<file path="config.mk">
export PLATFORM = sky130hd
export DESIGN_NAME = dcache_controller_flat
export DESIGN_NICKNAME = d
export VERILOG_FILES = /design/src/rtl/dcache_controller_if.sv /design/src/rtl/dcache_controller.sv /design/src/flat_wrapper.sv
export SDC_FILE = /design/constraint.sdc
export NUM_CORES = 1
export LEC_CHECK = 0
export CELL_PAD_IN_SITES_DETAIL_PLACEMENT = 1
export CELL_PAD_IN_SITES_GLOBAL_PLACEMENT = 2
export CORE_ASPECT_RATIO = 2
export CORE_MARGIN = 2
export CORE_UTILIZATION = 44
export CTS_CLUSTER_SIZE = 16
export DETAILED_ROUTE_END_ITERATION = 6
export HOLD_SLACK_MARGIN = 0.02
export PLACE_DENSITY = 0.88
export RECOVER_POWER = 50
export SYNTH_ARGS = -nofsm -noshare
export SYNTH_HDL_FRONTEND = slang
export SYNTH_SLANG_ARGS = --single-unit
</file>
<file path="constraint.sdc">
create_clock -name CLOCK -period 8.13 [get_ports CLOCK]
set_clock_uncertainty 0.15 [all_clocks]
set_input_delay 1.626 -clock CLOCK [delete_from_list [all_inputs] [get_ports CLOCK]]
set_output_delay 1.626 -clock CLOCK [all_outputs]
set_load 0.02 [all_outputs]
</file>
<file path="src/rtl/dcache_controller_if.sv">
// dcache_controller_if: CPU-side and memory-side buses of the data cache.
interface dcache_controller_if;
  logic READ, WRITE, BUSYWAIT, MISS;
  logic [31:0] ADDRESS, WRITEDATA, READDATA;
  logic MEM_READ, MEM_WRITE, MEM_BUSYWAIT;
  logic [27:0] MEM_ADDRESS;
  logic [127:0] MEM_WRITEDATA, MEM_READDATA;
  modport master (
    output READ, WRITE, ADDRESS, WRITEDATA, MEM_READDATA, MEM_BUSYWAIT,
    input READDATA, BUSYWAIT, MISS, MEM_READ, MEM_WRITE, MEM_ADDRESS, MEM_WRITEDATA
  );
  modport slave (
    input READ, WRITE, ADDRESS, WRITEDATA, MEM_READDATA, MEM_BUSYWAIT,
    output READDATA, BUSYWAIT, MISS, MEM_READ, MEM_WRITE, MEM_ADDRESS, MEM_WRITEDATA
  );
endinterface

</file>
<file path="src/rtl/dcache_controller.sv">
// dcache_controller: direct-mapped write-back write-allocate data cache with miss pulse.
module dcache_controller #(
  parameter int SETS = 8,
  parameter int TAG_W = 32 - 4 - $clog2(SETS)
) (
  input logic CLOCK,
  input logic RESET,
  dcache_controller_if.slave bus
);
  localparam int IW = $clog2(SETS);
  typedef enum logic [1:0] {IDLE, WRITEBACK, ALLOCATE, UPDATE} state_t;
  state_t state, next;
  logic [SETS-1:0] valid, dirty;
  logic [TAG_W-1:0] tags [SETS];
  logic [127:0] data [SETS];
  logic [127:0] fill;
  logic [IW-1:0] idx;
  logic [TAG_W-1:0] req_tag;
  logic [1:0] off;
  logic req, hit, miss, wr_hit, unused_bits;
  assign idx = bus.ADDRESS[4 +: IW];
  assign req_tag = bus.ADDRESS[31 -: TAG_W];
  assign off = bus.ADDRESS[3:2];
  assign unused_bits = ^bus.ADDRESS[1:0];
  assign req = bus.READ | bus.WRITE;
  assign hit = valid[idx] && tags[idx] == req_tag && req;
  assign miss = state == IDLE && req && !hit;
  assign wr_hit = state == IDLE && hit && bus.WRITE;
  always_comb begin
    next = state;
    bus.BUSYWAIT = 1'b1;
    bus.MEM_READ = 1'b0;
    bus.MEM_WRITE = 1'b0;
    bus.MEM_ADDRESS = {req_tag, idx};
    bus.MEM_WRITEDATA = data[idx];
    bus.READDATA = data[idx][{off, 5'd0} +: 32];
    case (state)
      IDLE: begin
        bus.BUSYWAIT = miss;
        next = !miss ? IDLE : (valid[idx] && dirty[idx]) ? WRITEBACK : ALLOCATE;
      end
      WRITEBACK: begin
        bus.MEM_WRITE = 1'b1;
        bus.MEM_ADDRESS = {tags[idx], idx};
        next = bus.MEM_BUSYWAIT ? WRITEBACK : ALLOCATE;
      end
      ALLOCATE: begin
        bus.MEM_READ = 1'b1;
        next = bus.MEM_BUSYWAIT ? ALLOCATE : UPDATE;
      end
      default: next = IDLE;
    endcase
  end
  always_ff @(posedge CLOCK or posedge RESET) begin
    if (RESET) begin
      state <= IDLE;
      bus.MISS <= 1'b0;
      valid <= '0;
      dirty <= '0;
    end else begin
      state <= next;
      bus.MISS <= miss;
      if (state == UPDATE) begin
        valid[idx] <= 1'b1;
        dirty[idx] <= 1'b0;
      end else if (wr_hit) begin
        dirty[idx] <= 1'b1;
      end
    end
  end
  // Async reset forces IDLE and clears valid, so none of these writes can fire under reset.
  always_ff @(posedge CLOCK) begin
    if (state == ALLOCATE && !bus.MEM_BUSYWAIT) fill <= bus.MEM_READDATA;
    if (state == UPDATE) begin
      data[idx] <= fill;
      tags[idx] <= req_tag;
    end else if (wr_hit) begin
      data[idx][{off, 5'd0} +: 32] <= bus.WRITEDATA;
    end
  end
endmodule

</file>
<file path="src/flat_wrapper.sv">
// flat-port wrapper written by rule: the top's interface ports become plain ports
module dcache_controller_flat 
#(
  parameter int SETS = 8,
  parameter int TAG_W = 32 - 4 - $clog2(SETS)
)
  (CLOCK, RESET, bus_READ, bus_WRITE, bus_ADDRESS, bus_WRITEDATA, bus_MEM_READDATA, bus_MEM_BUSYWAIT, bus_READDATA, bus_BUSYWAIT, bus_MISS, bus_MEM_READ, bus_MEM_WRITE, bus_MEM_ADDRESS, bus_MEM_WRITEDATA);
  dcache_controller_if bus_i ();
  input logic CLOCK;
  input logic RESET;
  input wire logic [$bits(bus_i.READ)-1:0] bus_READ;
  input wire logic [$bits(bus_i.WRITE)-1:0] bus_WRITE;
  input wire logic [$bits(bus_i.ADDRESS)-1:0] bus_ADDRESS;
  input wire logic [$bits(bus_i.WRITEDATA)-1:0] bus_WRITEDATA;
  input wire logic [$bits(bus_i.MEM_READDATA)-1:0] bus_MEM_READDATA;
  input wire logic [$bits(bus_i.MEM_BUSYWAIT)-1:0] bus_MEM_BUSYWAIT;
  output wire logic [$bits(bus_i.READDATA)-1:0] bus_READDATA;
  output wire logic [$bits(bus_i.BUSYWAIT)-1:0] bus_BUSYWAIT;
  output wire logic [$bits(bus_i.MISS)-1:0] bus_MISS;
  output wire logic [$bits(bus_i.MEM_READ)-1:0] bus_MEM_READ;
  output wire logic [$bits(bus_i.MEM_WRITE)-1:0] bus_MEM_WRITE;
  output wire logic [$bits(bus_i.MEM_ADDRESS)-1:0] bus_MEM_ADDRESS;
  output wire logic [$bits(bus_i.MEM_WRITEDATA)-1:0] bus_MEM_WRITEDATA;
  assign bus_i.READ = bus_READ;
  assign bus_i.WRITE = bus_WRITE;
  assign bus_i.ADDRESS = bus_ADDRESS;
  assign bus_i.WRITEDATA = bus_WRITEDATA;
  assign bus_i.MEM_READDATA = bus_MEM_READDATA;
  assign bus_i.MEM_BUSYWAIT = bus_MEM_BUSYWAIT;
  assign bus_READDATA = bus_i.READDATA;
  assign bus_BUSYWAIT = bus_i.BUSYWAIT;
  assign bus_MISS = bus_i.MISS;
  assign bus_MEM_READ = bus_i.MEM_READ;
  assign bus_MEM_WRITE = bus_i.MEM_WRITE;
  assign bus_MEM_ADDRESS = bus_i.MEM_ADDRESS;
  assign bus_MEM_WRITEDATA = bus_i.MEM_WRITEDATA;
  dcache_controller #(.SETS(SETS), .TAG_W(TAG_W)) u_core (.CLOCK(CLOCK), .RESET(RESET), .bus(bus_i));
endmodule
</file>
==> summary.md, run 1 <==
| Metric | Value |
|---|---|
| Router iterations before antenna repair | `6` |
| Worst vdd ir | `0.0002085 V` |
| Setup TNS | `0 ns` |
| Final setup fails | `0` |
| Final net count | `3609` |
| Main synth FF type | `edfxtp_1` |
| Boundary pin count | `389` |
| Non-Filler Instances | `5049` |
| Fin. Hold Viols | `0` |
| R2R Path End | `u_core.data[3][58]$_DFFE_PP_` |
| PwrDens | `270.2 nW/µm²` |
| Worst-case clock buffer depth | `3` |
| Area growth syn-to-layout | `19.41%` |
| RSZ-0062 raised after global routing | `false` |
| Final ANT Viol Nets | `0` |
| Worst setup path start | `bus_ADDRESS[6]` |
| H-tree depth | `3` |
| Number of flops mapped to enable cells by yosys | `1352` |
| HP Start | `u_core.valid[6]$_DFFE_PP0P_` |
| Worst-Margin Slew | `4.311 ns` |
| GRT overflow | `0` |
| Slew margin rel. | `-187.4%` |
| Detailed-route via count | `32.97k` |
| Fill cell count | `10.84k` |
| Global Route Usage Sum | `30.12%` |
| Synthesized area | `52580 µm²` |
| Clk Latency, worst-skew pair | `0.77 ns` |
| Worst min path class | `reg2reg` |
| Post-CTS Resized | `0` |
| Critical Path Sink | `u_core.data[3][58]$_DFFE_PP_` |
| Core area | `118700 µm²` |
| Crit path max fanout | `21` |
| Die height | `492.9 µm` |
| GPL Wtd Cong | `0.8336` |
| Via density | `6.530` |
| WL/cell | `37.20 µm` |
| Most common cell on crit path | `clkbuf_1` |
| Mapped Nets | `3159` |
| Max frequency | `0.1291 GHz` |
| Final min period | `7.747 ns` |
| Startpoint Class | `input port` |
| Final Cycle Share | `95.28%` |
| Critical path type | `in2reg` |
| Failing checks | `capacitance limit, slew limit` |
| Pins Over Slew Limit | `780` |
| Largest net degree at the start of global routing | `130` |
| TritonCTS clock tree | `yes` |
| Reg2Reg Depth | `10` |
| Ys async rst share | `1.386%` |
| Clock sinks | `1371` |
| Post-Route WL | `187800 µm` |
| Post-CTS Setup Bufs | `0` |
| Yosys warns | `0` |
| Sequential fraction of the synthesis area | `78.12%` |
| Share of post-route cells with drive strength above 1 | `11.44%` |
| Clock root buffer | `clkbuf_16` |
| Die X | `248.4 µm` |
| Synth Register Bits | `1371` |
| Post-route DRC | `0` |
| Clock slew at reported path FFs | `0.06 ns` |
| Status | `complete, but fails checks` |
| Hpwl dp | `120600 µm` |
| Synth unique cells | `58` |
| R2R Path Start | `u_core.tags[7][8]$_DFFE_PP_` |
| Syn_area_per_cell | `17.78 µm²` |
| Crit end category | `register` |
| Vias in the first global route | `33.99k` |
| IO buf count | `386` |
| Die area | `122400 µm²` |
| Synth Instances | `2957` |
| CP Cell Sequence | `dlygate4sd3_1, buf_4, and2_0, a22oi_1, a32oi_1, o2111ai_1, nor4_4, clkbuf_1, nand4_1, clkbuf_1, a21oi_1, buf_12` |
| Num CTS Buffers | `115` |
| # placed instances | `4828` |
| Worst EP arrival | `8.03 ns` |
| First-pass GRT wire length | `259700 µm` |
| Maxcap violations | `36` |
| Initial Utilization | `44.29%` |
| Core Util, Final | `52.89%` |
| CP max stage cell | `a21oi_1` |
| Critical Path RT | `8.42 ns` |
| Antenna violations before repair | `23` |
| Leakage power | `0.01999 µW` |
| Row cnt | `179` |
| Hold_buf cts | `0` |
| Reg2reg setup slack | `2.31 ns` |
| Crit path largest cell delay | `1.79 ns` |
| Drt initial violations | `4037` |
==> registers in the layout, indices dropped and copies added (netlist names), named ones only <==
signal,cells
u_core.fill,128
u_core.tags,200
u_core.bus.MISS,1
u_core.data,1024
u_core.state,2
u_core.valid,8
==> cell type report <==
class / instances / area (µm²) / area share [%]
Tap cell: 1538 / 1924 / 3.065
Antenna cell: 7 / 17.52 / 0.02790
Clock inverter: 81 / 953.4 / 1.519
Inverter: 138 / 519.2 / 0.8271
Timing Repair Buffer: 515 / 5102 / 8.128
Clock buffer: 133 / 2975 / 4.739
Multi-Input combinational cell: 1266 / 10210 / 16.27
Sequential cell: 1371 / 41070 / 65.43
==> layer usage <==
layer / routed length, µm / track usage, % / share of wire [%]
met1: 62790 / 35.65 / 33
met2: 89670 / 48.71 / 48
met3: 19500 / 6.769 / 10
met4: 15770 / 21.51 / 8.4
met5: 110 / 0 / 0.059
==> through the flow <==
| step | power, µW | cell area, µm² | worst slack, ns | hold slack, ns |
|---|---|---|---|---|
| after detailed placement | 11240 | 59300 | 0.8844 | 0.3125 |
| after CTS | 17010 | 63220 | 0.8600 | 0.3282 |
| after global placement | 11100 | 59300 | 0.9805 | 0.2958 |
| after floorplan | 9879 | 52580 | 0.4530 | 0.2837 |
| final | 16960 | 62780 | 0.3834 | 0.3276 |
| after global routing | 17290 | 62770 | 0.4111 | 0.3478 |
==> cell families (layout without fill, tap and decap cells) <==
kind of cell	count (synthesis)	count (layout)	synth area share, %
compound gates	630	630	8.729
xor+xnor	15	15	0.2499
fa+ha+maj	5	5	0.1190
buf+inv	320	867	2.884
flops	1371	1371	78.12
mux	247	247	6.254
other cells	0	7	0
simple gates	369	369	3.639
==> cell usage after synthesis (all sizes together) (3+ instances only) <==
cell / count / area, µm²
mux2i: 181 / 1824
mux4: 64 / 1441
xor2: 8 / 70.07
o31ai: 12 / 90.09
and4: 5 / 43.79
nand2: 170 / 638.1
a21oi: 33 / 165.2
nand4: 133 / 838.3
ha: 5 / 62.56
buf: 41 / 465.4
nand2b: 3 / 18.77
edfxtp: 1352 / 40600
and2: 7 / 43.79
xnor2: 7 / 61.31
or2: 9 / 56.30
nor2: 15 / 56.30
nor3b: 3 / 22.52
clkbuf: 141 / 533.0
o21ai: 35 / 175.2
a22oi: 528 / 3964
nor3: 6 / 30.03
nor4: 4 / 70.07
inv: 137 / 514.2
dfrtp: 19 / 475.5
and3: 4 / 25.02
a22o: 8 / 70.07
==> worst min-delay path by stage <==
stage	to	cells past startpoint
2_1_floorplan	u_core.valid[4]$_DFFE_PP0P_	1
3_3_place_gp	u_core.valid[6]$_DFFE_PP0P_	1
3_5_place_dp	u_core.valid[3]$_DFFE_PP0P_	1
4_1_cts	u_core.valid[3]$_DFFE_PP0P_	1
5_1_grt	u_core.valid[5]$_DFFE_PP0P_	1
6_report	u_core.valid[6]$_DFFE_PP0P_	1
==> critical path: cells and delay by family <==
kind            cells  cell delay (ns)
buf+inv             5             2.30
simple gates        3             1.36
compound gates      4             2.68
==> power breakdown <==
| group | switching [µW] | total [µW] | internal (µW) | leakage (µW) |
|---|---|---|---|---|
| Clock | 2650 | 5870 | 3210 | 0.00190 |
| Sequential | 187 | 8770 | 8590 | 0.0125 |
| Combinational | 1660 | 2320 | 662 | 0.00560 |
==> cells in the final DEF, fill, tap and decap left out, types with 4 or more instances in the layout <==
| cell type | instances |
|---|---|
| edfxtp_1 | 1352 |
| a22oi_1 | 528 |
| clkdlybuf4s50_1 | 211 |
| mux2i_1 | 180 |
| nand2_1 | 169 |
| dlygate4sd3_1 | 160 |
| inv_1 | 136 |
| nand4_1 | 133 |
| clkbuf_16 | 115 |
| buf_4 | 72 |
| mux4_2 | 64 |
| clkbuf_1 | 45 |
| o21ai_0 | 35 |
| buf_12 | 35 |
| clkinv_1 | 25 |
| a21oi_1 | 19 |
| clkinv_2 | 19 |
| dfrtp_1 | 19 |
| bufinv_16 | 18 |
| a21oi_4 | 14 |
| nor2_1 | 12 |
| o31ai_1 | 12 |
| or2_2 | 9 |
| clkinvlp_4 | 9 |
| a22o_1 | 8 |
| xor2_1 | 8 |
| diode_2 | 7 |
| xnor2_1 | 7 |
| clkbuf_2 | 7 |
| ha_1 | 5 |
| and3_1 | 4 |
(Power assumes the default switching activity.)
==> run 2, diff against run 1 <==
PLACE_DENSITY = 0.76   (was 0.88)
clock period = 8.5 ns   (was 8.13 ns; I/O delays follow)
==> summary.md, run 2 (synthesized netlist as in run 1, its figures left out) <==
| Metric | Value |
|---|---|
| Status | `complete, but fails checks` |
| Failing checks | `capacitance limit, slew limit` |
| GPL Wtd Cong | `0.8086` |
| Antenna violations before repair | `13` |
| R2R Path End | `u_core.data[4][26]$_DFFE_PP_` |
| Core Util, Final | `52.72%` |
| Crit path max fanout | `17` |
| Clock sinks | `1371` |
| Hold Slack | `0.3233 ns` |
| Area growth syn-to-layout | `19.04%` |
| Setup TNS | `0 ns` |
| RSZ-0062 raised after global routing | `false` |
| WL/cell | `36.76 µm` |
| Detailed-route via count | `31.67k` |
| Fin. Hold Viols | `0` |
| Die height | `492.9 µm` |
| Max FFs per register | `1024` |
| Clk Latency, worst-skew pair | `0.75 ns` |
| Most frequent cells in the layout | `1352 x edfxtp_1, 528 x a22oi_1, 223 x clkdlybuf4s50_1, 180 x mux2i_1, 169 x nand2_1` |
| Boundary pin count | `389` |
| Hpwl dp | `118100 µm` |
| Post-Route WL | `185000 µm` |
| HP Start | `u_core.valid[1]$_DFFE_PP0P_` |
| First-pass GRT wire length | `255900 µm` |
| Regs by FF count | `u_core.data x1024, u_core.tags x200, u_core.fill x128` |
| Maxcap violations | `28` |
| Worst-Margin Slew | `4.024 ns` |
| Pins Over Slew Limit | `878` |
| Post-route DRC | `0` |
| Final Cycle Share | `92.30%` |
| R2R Path Start | `u_core.tags[0][19]$_DFFE_PP_` |
| Hold Path End | `u_core.valid[1]$_DFFE_PP0P_` |
| CP Cell Sequence | `dlygate4sd3_1, buf_4, nor2b_1, clkbuf_1, a22oi_1, a32oi_1, o2111ai_1, nor4_4, and4_1, o21ai_0, clkdlybuf4s50_1` |
| Worst min path class | `reg2reg` |
| Die area | `122400 µm²` |
| Max frequency | `0.1275 GHz` |
| Share of post-route cells with drive strength above 1 | `11.36%` |
| Crit end category | `output pin` |
| Slew margin rel. | `-168.3%` |
| Final setup fails | `0` |
| Leakage power | `0.01986 µW` |
| Final ANT Viol Nets | `0` |
| Fill cell count | `10.92k` |
| Via density | `6.295` |
| Post-CTS Setup Bufs | `0` |
| Largest net degree at the start of global routing | `129` |
| Worst hold stages | `1` |
| Router iterations before antenna repair | `6` |
| Num CTS Buffers | `115` |
| H-tree depth | `3` |
| Post-CTS Resized | `0` |
| Crit path largest cell delay | `0.75 ns` |
| Hold_buf cts | `0` |
| Commonest non-fill, non-tap cell in the layout | `edfxtp_1` |
| GRT overflow | `0` |
| Global Route Usage Sum | `29.84%` |
| Clock slew at reported path FFs | `0.07 ns` |
| Vias in the first global route | `32.72k` |
| TritonCTS clock tree | `yes` |
| Worst-case clock buffer depth | `3` |
| Die X | `248.4 µm` |
| Core area | `118700 µm²` |
| Drt initial violations | `3478` |
| CP max stage cell | `clkbuf_1` |
| Critical path type | `in2out` |
| Worst EP arrival | `6.00 ns` |
| Final min period | `7.845 ns` |
| Biggest register | `u_core.data` |
| Critical Path RT | `6.65 ns` |
| Reg2reg setup slack | `2.71 ns` |
| Worst vdd ir | `0.0002150 V` |
| Pwr Total | `15960 µW` |
| Final net count | `3594` |
| IO buf count | `386` |
| Initial Utilization | `44.29%` |
| PwrDens | `255.0 nW/µm²` |
| Clock root buffer | `clkbuf_16` |
| Reg2Reg Depth | `10` |
| Row cnt | `179` |
| Startpoint Class | `input port` |
==> run 2: critical path, delay by kind of cell <==
| family | cells | cell delay (ns) |
|---|---|---|
| compound gates | 4 | 1.04 |
| buf+inv | 4 | 2.11 |
| simple gates | 3 | 1.11 |
==> run 2: area by class of cell <==
class                   count  area, µm²  share of cell area [%]
repair buffers            500       4952                   7.913
well taps                1538       1924                   3.075
clock buffers             132       2984                   4.768
diodes                      6      15.01                 0.02399
flip-flops and latches   1371      41070                   65.63
multi-input cells        1266      10290                   16.45
inverters                 138      518.0                  0.8277
clock inverters            80      822.0                   1.313
==> run 2: how the worst max path moves through the flow <==
stage,startpoint,endpoint,slack [ns],cells after the start
after floorplan,bus_MEM_BUSYWAIT,u_core.fill[0]$_DFFE_PP_,0.75,1
after global placement,bus_ADDRESS[5],bus_READDATA[5],1.20,8
after detailed placement,bus_ADDRESS[5],bus_READDATA[5],1.22,8
after CTS,bus_ADDRESS[5],bus_READDATA[5],1.20,8
after global routing,bus_ADDRESS[5],u_core.data[4][26]$_DFFE_PP_,0.58,13
final,bus_ADDRESS[5],bus_BUSYWAIT,0.65,11
==> run 2: report_power, final <==
part	internal [µW]	leakage, µW	switching [µW]
Clock	2930	0.00185	2490
Combinational	618	0.00552	1560
Sequential	8210	0.0125	150
==> run 2: routing by layer <==
layer / part of all wire (%) / vias to the layer above / track usage [%] / wire length (µm)
met4: 8.0 / 4 / 20.57 / 14790
met3: 8.0 / 425 / 4.931 / 14790
met2: 48 / 1908 / 48.83 / 89350
met5: 0.015 / - / 0 / 27
li1: - / 12810 / - / -
met1: 36 / 16520 / 36.33 / 66000
==> run 2: metrics by stage <==
step / area, µm² / setup slack, ns / cells
detailed placement: 59090 / 1.224 / 4813
global placement: 59090 / 1.204 / 4813
CTS: 62890 / 1.196 / 5025
floorplan: 52580 / 0.7490 / 2957
finish: 62590 / 0.6548 / 5031
global route: 62570 / 0.5844 / 5026
